<file path="src/rtl/lvds_test_pkg.sv">
// Shared types and constants for the LVDS lane loopback self-test.
//   state_t      : sweep controller states
//   PRBS7_SEED   : generator start value after every reseed
//   PRBS7_TAP_*  : feedback taps of x^7 + x^6 + 1 (bit indices into the 7-bit register)
package lvds_test_pkg;

  typedef enum logic [2:0] {
    IDLE   = 3'd0,
    FLUSH  = 3'd1,
    CHECK  = 3'd2,
    RECORD = 3'd3,
    DONE   = 3'd4
  } state_t;

  localparam logic [6:0] PRBS7_SEED  = 7'h7F;
  localparam int         PRBS7_TAP_A = 6;
  localparam int         PRBS7_TAP_B = 5;

endpackage

</file>
<file path="src/rtl/lvds_pattern_gen.sv">
// Test pattern source for one LVDS lane.
// Build option: LVDS_TEST_PRBS7_EN defined -> PRBS7 (x^7+x^6+1, seed 7'h7F, MSB out);
//               undefined                  -> toggle 1,0,1,0... starting at 1.
// Ports:
//   clk      in  system clock
//   rst      in  asynchronous active-low reset (generator returns to seed)
//   reseed   in  restart the sequence; pat_bit shows the first bit in this same cycle
//   advance  in  the current bit is consumed this cycle, step to the next one
//   pat_bit  out bit to transmit in the current cycle
module lvds_pattern_gen
  import lvds_test_pkg::*;
(
  input  logic clk,
  input  logic rst,
  input  logic reseed,
  input  logic advance,
  output logic pat_bit
);

`ifdef LVDS_TEST_PRBS7_EN
  logic [6:0] lfsr_q;
  logic [6:0] lfsr_cur;

  // Reseed acts combinationally so the first sequence bit is usable on the
  // same edge that starts a lane.
  always_comb lfsr_cur = reseed ? PRBS7_SEED : lfsr_q;
  assign pat_bit = lfsr_cur[6];

  always_ff @(posedge clk or negedge rst) begin
    if (!rst) begin
      lfsr_q <= PRBS7_SEED;
    end else if (reseed || advance) begin
      lfsr_q <= {lfsr_cur[5:0], lfsr_cur[PRBS7_TAP_A] ^ lfsr_cur[PRBS7_TAP_B]};
    end
  end
`else
  logic tog_q;
  logic tog_cur;

  always_comb tog_cur = reseed ? 1'b1 : tog_q;
  assign pat_bit = tog_cur;

  always_ff @(posedge clk or negedge rst) begin
    if (!rst) begin
      tog_q <= 1'b1;
    end else if (reseed || advance) begin
      tog_q <= ~tog_cur;
    end
  end
`endif

endmodule

</file>
<file path="src/rtl/lvds_lane_test_ctrl.sv">
// Per-lane LVDS loopback self-test sequencer.
// Drives a pattern onto one tx lane at a time, compares the returning rx lane
// against the pattern delayed by the loop latency, counts mismatches and
// builds a pass mask. Pattern type selected by LVDS_TEST_PRBS7_EN (see
// lvds_pattern_gen); ports and timing are identical in both builds.
//
// state  | meaning
// IDLE   | waiting for start, tx lanes quiet
// FLUSH  | pattern driven, waiting LOOP_LAT cycles for the loop to fill
// CHECK  | 2**WIN_LOG2 cycles comparing rx against delayed pattern
// RECORD | latch lane result, pick next lane or finish
// DONE   | one-cycle done pulse, then back to IDLE
//
// Ports:
//   clk, rst   clock / asynchronous active-low reset
//   start      pulse, accepted in IDLE only
//   abort      level, forces IDLE from any state
//   rx_data    returning lanes, synchronous to clk
//   tx_data    outgoing lanes (registered), only the lane under test toggles
//   busy       high while a sweep is running (through the DONE cycle)
//   done       one-cycle pulse at sweep completion
//   lane_o     last recorded lane
//   err_cnt_o  saturating mismatch count of the last recorded lane
//   pass_mask  bit i set when lane i recorded zero mismatches this sweep
module lvds_lane_test_ctrl
  import lvds_test_pkg::*;
#(
  parameter  int LANES    = 4,
  parameter  int WIN_LOG2 = 10,
  parameter  int LOOP_LAT = 4,
  parameter  int ERR_W    = 16,
  localparam int LANE_W   = (LANES > 1) ? $clog2(LANES) : 1
)(
  input  logic              clk,
  input  logic              rst,
  input  logic              start,
  input  logic              abort,
  input  logic [LANES-1:0]  rx_data,
  output logic [LANES-1:0]  tx_data,
  output logic              busy,
  output logic              done,
  output logic [LANE_W-1:0] lane_o,
  output logic [ERR_W-1:0]  err_cnt_o,
  output logic [LANES-1:0]  pass_mask
);

  localparam int CNT_W = (WIN_LOG2 > $clog2(LOOP_LAT)) ? WIN_LOG2 : $clog2(LOOP_LAT);
  localparam logic [CNT_W-1:0] FLUSH_LOAD = CNT_W'(LOOP_LAT - 1);
  localparam logic [CNT_W-1:0] CHECK_LOAD = CNT_W'((1 << WIN_LOG2) - 1);

  state_t              state_q, state_d;
  logic [LANE_W-1:0]   lane_q, lane_d;
  logic [CNT_W-1:0]    cnt_q;
  logic [LOOP_LAT-1:0] dly_q;
  logic [ERR_W-1:0]    err_q;
  logic [LANES-1:0]    tx_d;
  logic                enter_flush;
  logic                pat_run;
  logic                pat_bit;
  logic                mismatch;

  always_comb begin
    state_d = state_q;
    unique case (state_q)
      IDLE:    if (start) state_d = FLUSH;
      FLUSH:   if (cnt_q == '0) state_d = CHECK;
      CHECK:   if (cnt_q == '0) state_d = RECORD;
      RECORD:  state_d = (lane_q == LANE_W'(LANES - 1)) ? DONE : FLUSH;
      DONE:    state_d = IDLE;
      default: state_d = IDLE;
    endcase
    if (abort) state_d = IDLE;
  end

  always_comb begin
    lane_d = lane_q;
    if (state_q == IDLE && state_d == FLUSH) lane_d = '0;
    else if (state_q == RECORD && state_d == FLUSH) lane_d = lane_q + 1'b1;
  end

  assign enter_flush = (state_d == FLUSH) && (state_q != FLUSH);
  // Pattern bit is consumed on every edge that leads into a FLUSH/CHECK cycle,
  // so the registered tx_data carries one fresh bit per FLUSH/CHECK cycle.
  assign pat_run     = (state_d == FLUSH) || (state_d == CHECK);

  lvds_pattern_gen u_pat (
    .clk     (clk),
    .rst     (rst),
    .reseed  (enter_flush),
    .advance (pat_run),
    .pat_bit (pat_bit)
  );

  always_comb begin
    tx_d = '0;
    if (pat_run) tx_d = LANES'(pat_bit) << lane_d;
  end

  // dly_q[LOOP_LAT-1] holds the bit this lane transmitted LOOP_LAT cycles ago.
  assign mismatch = (state_q == CHECK) && (rx_data[lane_q] != dly_q[LOOP_LAT-1]);

  always_ff @(posedge clk or negedge rst) begin
    if (!rst) begin
      state_q <= IDLE;
      lane_q  <= '0;
      tx_data <= '0;
      busy    <= 1'b0;
      done    <= 1'b0;
    end else begin
      state_q <= state_d;
      lane_q  <= lane_d;
      tx_data <= tx_d;
      busy    <= (state_d != IDLE);
      done    <= (state_d == DONE);
    end
  end

  always_ff @(posedge clk or negedge rst) begin
    if (!rst) begin
      cnt_q <= '0;
    end else if (enter_flush) begin
      cnt_q <= FLUSH_LOAD;
    end else if (state_q == FLUSH && state_d == CHECK) begin
      cnt_q <= CHECK_LOAD;
    end else if ((state_q == FLUSH || state_q == CHECK) && cnt_q != '0) begin
      cnt_q <= cnt_q - 1'b1;
    end
  end

  always_ff @(posedge clk or negedge rst) begin
    if (!rst) begin
      dly_q <= '0;
    end else begin
      dly_q[0] <= tx_data[lane_q];
      for (int i = 1; i < LOOP_LAT; i++) dly_q[i] <= dly_q[i-1];
    end
  end

  always_ff @(posedge clk or negedge rst) begin
    if (!rst) begin
      err_q <= '0;
    end else if (enter_flush) begin
      err_q <= '0;
    end else if (mismatch && err_q != {ERR_W{1'b1}}) begin
      err_q <= err_q + 1'b1;
    end
  end

  always_ff @(posedge clk or negedge rst) begin
    if (!rst) begin
      err_cnt_o <= '0;
      lane_o    <= '0;
      pass_mask <= '0;
    end else if (state_q == IDLE && state_d == FLUSH) begin
      pass_mask <= '0;
    end else if (state_q == RECORD && !abort) begin
      err_cnt_o         <= err_q;
      lane_o            <= lane_q;
      pass_mask[lane_q] <= (err_q == '0);
    end
  end

endmodule

</file>
<file path="config.mk">
export PLATFORM = sky130hd
export DESIGN_NAME = lvds_lane_test_ctrl
export DESIGN_NICKNAME = d
export VERILOG_FILES = /design/src/rtl/lvds_test_pkg.sv /design/src/rtl/lvds_pattern_gen.sv /design/src/rtl/lvds_lane_test_ctrl.sv
export SDC_FILE = /design/constraint.sdc
export NUM_CORES = 1
export LEC_CHECK = 0
export BUFFER_PORTS_ARGS = -buffer_cell sky130_fd_sc_hd__buf_2
export CAP_MARGIN = 25
export CORE_UTILIZATION = 41
export CTS_BUF_LIST = sky130_fd_sc_hd__clkbuf_2
export DETAILED_ROUTE_END_ITERATION = 16
export HOLD_SLACK_MARGIN = 0.08
export PLACE_DENSITY = 0.69
export SLEW_MARGIN = 20
export SYNTH_ARGS = -nofsm -noshare
export SYNTH_HDL_FRONTEND = slang
export SYNTH_HIERARCHICAL = 1
export SYNTH_SLANG_ARGS = --single-unit
</file>
<file path="constraint.sdc">
create_clock -name clk -period 4.8 [get_ports clk]
set_input_delay 0.24 -clock clk [delete_from_list [all_inputs] [get_ports clk]]
set_output_delay 0.24 -clock clk [all_outputs]
set_load 0.05 [all_outputs]
</file>
==> impl_results.md, run 1 <==
* Status: completed
* Sw Share at a little over a third
* Port buffer count at 35
* # IOs at 36
* Max-cap viol count at 0
* Top-area cell type share of the netlist area at 50.5%
* Mapped Nets at just under 300
* Critical path startpoint category: register
* First-pass GRT wire length at 9830 um
* Count of cell types in the netlist at 52
* Worst Path Max Fanout at 20
* Resized Gates After CTS at 0
* Crit end category: register
* Tightest Pin Transition at between 0.8 and 0.9 ns
* Global route overflow at 0
* LEAKAGE at about 1.6 nW
* WL/cell at 14.1 um
* Pwr dens at 353 nW/um2
* Peak supply drop at 0.251 mV
* Row Count at 31
* Sequential fraction of the synthesis area at 51.4%
* Asr flop ratio synth at 100%
* RD Place Congestion at about 0.81
* Slew Viols, Final at 0
* Clock Skew at about 0.026 ns
* RSZ-0062 raised after global routing: false
* Routed wl met2 at 2750 um
* Fin crit period at 3.12 ns
* Mapped cell area at approximately 3100 um2
* Total core area at 7290 um2
* Final worst slack at 1.68 ns
* Drt drc at 0
* Most frequent cells after synthesis: dfrtp_1 (63), nor2_1 (29), mux2_2 (20)
* Most numerous cell in the Yosys netlist: dfrtp_1
* 1st-pass router iterations at 4
* Slew HR at 42.1%
* Syn Inst Count at 275
* Vias in the first global route at 2094
* Via density at 5.27
* Fmax at 0.320 GHz
* Clk sinks at 64
* Worst Path Arrival at 3.52 ns
* Dpl cell area at between 3000 and 4000 um2
* Root buf cell: clkbuf_2
* Clock network power share at 21.0%
* # placed instances at 399
* Wire length on met1 at 2760 um
* Top cells by area, synth: dfrtp_1 (51%), mux2_2 (7.2%), nor2_1 (3.5%)
* Flop2flop setup slack at 1.68 ns
* Logic pwr share at between 20% and 30%
* Die Y-Extent at 89.2 um
* P_int at 0.794 mW
* TNS Setup at 0 ns
* CTS Buf Count at 9
* Worst skew pair latency at 0.49 ns
* Initial antenna violation count at 0
* Final hold violation count at 0
* Worst Hold Class: register to register
* Initial core utilization at 42.8%
* Final setup fails at 0
* Detail Placement HPWL at 4030 um
* Wire length on met3 at 245 um
* Reg power frac at 54.0%
* Die area at 7960 um2
* Layout cells sized above 1 at 28.1%
* Antenna cells at 0
* Synth warnings at 6
* Yosys reg bits at 64
* Area leader, netlist: dfrtp_1
* DR top layer: met4
* CTS tree: built
* Die Span X at 89.2 um
* Worst-path clk slew at 0.18 ns
* Routed vias at 2191
* Post-route cell area at 3480 um2
* H-tree Lvls at 3
* Period utilization at 65.1%
* Area delta synth->final at 11.4%
* DRT antenna net count at 0
* Setup CP Type: register to register
* Final core occ at 47.7%
* Final WL at 5870 um
* Nets at 328
* Largest net degree at the start of global routing at 65
* Final instance count without filler cells at 416
* Buffer count from post-CTS setup fixing at 0
* Post-synth EDFFs at 0
* Drt initial violations at 90
* Net Sw Power at ~0.44 mW
* Post-Syn Area per Cell at around 11 um2
* CTS Buffer Depth at 2
* Ys flop type: dfrtp_1
* GRT Total Usage at 16.4%
* Worst Path Required at approximately 5.2 ns
* Post-place setup slack at 1.72 ns
## registers in the layout (all words and copies together), names as in the netlist
register / cells
err_cnt_o: 16
lane_q: 2
err_q: 16
lane_o: 2
pass_mask: 4
cnt_q: 10
state_q: 3
dly_q: 4
u_pat/tog_q: 1
done: 1
busy: 1
tx_data: 4
## power groups by stage
stage               sequential, mW  combinational (mW)  clock (mW)
global placement             0.672               0.298           0
floorplan                    0.677               0.227           0
global route                 0.675               0.342       0.295
finish                       0.664               0.307       0.258
CTS                          0.664               0.309       0.274
detailed placement           0.674               0.306           0
## stage by stage
| stage | hold slack, ns | total power [mW] |
|---|---|---|
| 2_1_floorplan | -0.0556 | 0.905 |
| 3_3_place_gp | 0.332 | 0.969 |
| 3_5_place_dp | 0.337 | 0.980 |
| 4_1_cts | 0.375 | 1.25 |
| 5_1_grt | 0.361 | 1.31 |
| 6_report | 0.374 | 1.23 |
## metal layers
metal	up-vias	GRT usage, %
li1	1060	-
met1	1067	21.6
met2	52	25.3
met3	12	4.89
met4	0	7.22
met5	-	0
## final timing paths
kind                                  from         end  depth (start not counted)
worst max-delay path            state_q[1]  tx_data[2]                          7
worst min register to register    dly_q[0]    dly_q[1]                          0
worst min-delay path              dly_q[0]    dly_q[1]                          0
max in group asynchronous              rst   lane_q[0]                          3
worst max register to register  state_q[1]  tx_data[2]                          7
min in group asynchronous              rst    err_q[5]                          3
## cell families after synthesis
| group | after synthesis | synth area share (%) |
|---|---|---|
| fa+ha+maj | 7 | 2.81 |
| compound gates | 34 | 7.98 |
| simple gates | 108 | 20.6 |
| xor+xnor | 17 | 4.77 |
| buf+inv | 21 | 3.13 |
| flops | 64 | 51.4 |
| mux | 24 | 9.30 |
## final cells by class
| cell class | count | area, um2 |
|---|---|---|
| repair buffers | 39 | 210 |
| fillers | 712 | 3810 |
| multi-input cells | 190 | 1420 |
| clock buffers | 10 | 50.0 |
| well taps | 99 | 124 |
| inverters | 9 | 33.8 |
| flip-flops and latches | 64 | 1600 |
| clock inverters | 5 | 35.0 |
## placed cells by master, fill, tap and decap left out, types with 2 or more instances in the layout
master | Yosys | final
nor3b_1 | 3 | 3
inv_1 | 9 | 9
and4_1 | 4 | 4
o211ai_1 | 2 | 2
o22ai_1 | 2 | 2
nor2b_1 | 4 | 4
nand3_1 | 9 | 9
clkinv_2 | 0 | 2
or3_1 | 6 | 6
xnor2_1 | 5 | 5
mux2_2 | 20 | 20
nor4_1 | 4 | 4
ha_1 | 7 | 7
a21oi_1 | 9 | 9
nor3_1 | 5 | 5
dfrtp_1 | 63 | 63
nand2_1 | 16 | 16
o21ai_0 | 8 | 8
clkinv_4 | 0 | 2
clkbuf_2 | 1 | 10
nor2_1 | 29 | 29
dlygate4sd3_1 | 0 | 2
and2_1 | 2 | 2
xor2_1 | 12 | 12
o311ai_0 | 6 | 6
buf_2 | 5 | 35
mux4_2 | 2 | 2
or3b_2 | 2 | 2
nor4_4 | 2 | 2
and3_1 | 3 | 2
nand4_1 | 8 | 8
mux2i_1 | 2 | 2
buf_4 | 1 | 2
## what timing repair did
action                                  CTS  global route
hold endpoints to repair                 64             0
endpoints found under the setup margin    0             0
hold buffers                              2             0
## critical path, cell delays in order, from the launching register on
cell and delay, ns:
dfrtp_1 0.53, or3b_2 0.50, a21oi_1 0.24, o311a_1 0.71, or2_1 0.22, or3b_1 0.34
mux2_2 0.30, nor3b_1 0.20
(Power assumes the default switching activity.)
==> run 2: changes to the inputs <==
--- a/config.mk
+++ b/config.mk
@@ -5,6 +5,7 @@
 export SDC_FILE = /design/constraint.sdc
 export NUM_CORES = 1
 export LEC_CHECK = 0
+export ABC_AREA = 1
 export BUFFER_PORTS_ARGS = -buffer_cell sky130_fd_sc_hd__buf_2
 export CAP_MARGIN = 25
 export CORE_UTILIZATION = 41
==> constraint.sdc (replaced) <==
create_clock -name clk -period 2.9 [get_ports clk]
set_input_delay 0.145 -clock clk [delete_from_list [all_inputs] [get_ports clk]]
set_output_delay 0.145 -clock clk [all_outputs]
set_load 0.05 [all_outputs]
==> run 2 against run 1 <==
Sequential share of layout area fell by 2.7 points. Critical endpoint is now tx_data[3]. Clock skew fell by 0.0076 ns. Synthesized area rose by 6.2%. Setup slack got worse by 0.98 ns. Sequential power rose by 63%. Final cell count rose by 34%. Worst hold slack got worse by 0.24 ns.
==> impl_results.md, run 2 <==
* Synth warnings at 6
* Tightest Pin Transition at 0.525 ns
* Initial antenna violation count at 0
* TNS Setup at 0 ns
* Final WL at 6940 um
* RD Place Congestion at 0.902
* Most numerous cell in the Yosys netlist: nand2_1
* Slew HR at 65.0%
* Top cells by area, synth: dfrtp_1 (48%), nand2_1 (12%), inv_1 (6.0%)
* Pwr dens at 575 nW/um2
* Slew Viols, Final at 0
* Die area at between 8000 and 9000 um2
* LEAKAGE at 1.96 nW
* Via density at between 4 and 5
* Post-route cell area at around 3700 um2
* Buffer count from post-CTS setup fixing at 0
* Crit end category: register
* Hold Buf Count CTS at 2
* Antenna cells at 0
* Net Sw Power at 0.820 mW
* Worst skew pair latency at about 0.50 ns
* CTS Buf Count at 9
* Clk sinks at 64
* Most frequent cells in the layout: nand2_1 (109), dfrtp_1 (63), inv_1 (53)
* CTS tree: built
* Total core area at around 7800 um2
* Final setup fails at 0
* Drt initial violations at approximately 120
* GRT Total Usage at 18.2%
* Routed wl met2 at 3340 um
* Filler cell count at 769
* Peak supply drop at around 0.32 mV
* Final hold violation count at 0
* Worst Path Max Fanout at 20
* Post-synth EDFFs at 0
* Sequential fraction of the synthesis area at 48.4%
* Reg2reg start: cnt_q[0]
* Die Span X at just over 90 um
* H-tree Lvls at 3
* Most frequent cells after synthesis: nand2_1 (109), dfrtp_1 (63), inv_1 (53)
* Worst Hold Class: input pin to async pin
* P_int at about 1.3 mW
* Reg power frac at 50.7%
* Ys flop type: dfrtp_1
* Resized Gates After CTS at 0
* Dpl cell area at 3590 um2
* First-pass GRT wire length at 12200 um
* Setup CP Type: register to register
* Post-place setup slack at 0.721 ns
* 1st-pass router iterations at 5
* WL/cell at 12.4 um
* Clock network power share at a little over 20%
* Most used cell, CP: nand3_2
* Area delta synth->final at 11.3%
* Asr flop ratio synth at 100%
* Largest regs: err_cnt_o x16, err_q x16, cnt_q x10
* Fin crit period at 2.21 ns
* Critical path startpoint category: register
* Row Count at 32
* Layout cells sized above 1 at a little under a fifth
* RSZ-0062 raised after global routing: false
* Worst Path Required at approximately 3.3 ns
* Period utilization at 76.1%
* Routed vias at 2753
* Worst-path cell with the longest stage delay: dfrtp_1
* DRT antenna net count at 0
* Yosys reg bits at 64
* Logic pwr share at 28.9%
* Critical-path cell list: inv_1 -> ha_1 -> nand2_1 -> nor2_1 -> nand3_2 -> nand2_1 -> nand3_2 -> nand3_2 -> inv_2 -> nand2_4 -> inv_2 -> or2_1 -> nand4_1 -> nor2_1
* Max-cap viol count at 0
* Worst-path clk slew at 0.17 ns
* Clock Skew at 0.0183 ns
* Fmax at 0.453 GHz
* Final worst slack at 0.694 ns
* DR top layer: met4
* Area leader, netlist: dfrtp_1
* Root buf cell: clkbuf_2
* Reg2Reg Depth at 14
* Vias in the first global route at 2730
* CP delay by family, top: simple AND/OR/NAND/NOR gates
* Drt drc at 0
* Commonest non-fill, non-tap cell in the layout: nand2_1
* Sw Share at 38.6%
* Mapped cell area at 3310 um2
* Status: completed
* Nets at 467
* Detail Placement HPWL at about 5100 um
* Worst Path Arrival at 2.60 ns
* Worst r2r dst: tx_data[3]
* Flop2flop setup slack at 0.69 ns
* # IOs at 36
* Syn Inst Count at 409
* Top-area cell type share of the netlist area at 47.6%
* Port buffer count at 35
* Crit-path max cell delay at 0.41 ns
* Count of cell types in the netlist at 32
* Mapped Nets at 424
* Wire length on met3 at 319 um
* WP buf/inv at 3
* Initial core utilization at between 40% and 50%
* Wire length on met1 at 3210 um
* CTS Buffer Depth at 2
* Global route overflow at 0
* Die Y-Extent at a little over 90 um
* Post-Syn Area per Cell at 8.10 um2
* Largest net degree at the start of global routing at 42
run 2: cell types whose count changed in the layout (fill, tap and decap cells not counted), sizes merged, moves of 5 or more:
cell | previous run | this run
nand3 | 9 | 30
o311ai | 6 | 0
nand4 | 8 | 15
nor2b | 5 | 0
inv | 9 | 61
mux2 | 20 | 0
nor2 | 30 | 39
nand2 | 16 | 114
xor2 | 12 | 6
o21ai | 8 | 35
or3 | 6 | 0
run 2: cell families after synthesis:
family	share of synthesized area, %
DFF	48.4
xor gates and xnor gates	2.64
buffers and inverters	8.64
and+or+nand+nor	30.7
adders and majority gates	2.64
AOI/OAI and AO/OA	7.06
run 2: how the worst max path moves through the flow:
stage	from	endpoint	slack, ns	cells after the start
after floorplan	cnt_q[0]	tx_data[1]	0.95	15
after CTS	cnt_q[0]	tx_data[3]	0.69	14
after global routing	cnt_q[0]	tx_data[3]	0.52	14
after detailed placement	cnt_q[0]	tx_data[1]	0.72	14
final	cnt_q[0]	tx_data[3]	0.69	14
after global placement	cnt_q[0]	tx_data[1]	0.80	14
run 2: per-stage QoR:
| stage | instances | util [%] | hold slack [ns] | power [mW] |
|---|---|---|---|---|
| detailed placement | 541 | 46.2 | 0.163 | 1.71 |
| global route | 559 | 47.5 | 0.137 | 2.27 |
| finish | 559 | 47.5 | 0.139 | 2.12 |
| global placement | 541 | 46.2 | 0.153 | 1.69 |
| floorplan | 409 | - | -0.151 | 1.57 |
| CTS | 559 | 47.5 | 0.121 | 2.15 |
run 2: layout make-up:
class	count	area [um2]	share of cell area, %
timing repair buffer	40	218	5.90
multi-input combinational	275	1430	38.6
sequential	64	1600	43.4
clock inverter	4	21.3	0.576
inverter	62	235	6.38
tap	102	128	3.46
clock buffer	12	60.1	1.63
run 2: layer usage:
metal | vias to the layer above | global-route usage [%]
met4 | 0 | 6.25
met5 | - | 0
met3 | 10 | 5.64
li1 | 1386 | -
met2 | 72 | 29.7
met1 | 1285 | 22.9
run 2: power groups by stage:
stage / clock network (mW) / logic, mW / registers [mW]
2_1_floorplan: 0 / 0.349 / 1.22
3_3_place_gp: 0 / 0.601 / 1.09
3_5_place_dp: 0 / 0.618 / 1.09
4_1_cts: 0.456 / 0.620 / 1.08
5_1_grt: 0.495 / 0.681 / 1.09
6_report: 0.434 / 0.613 / 1.08
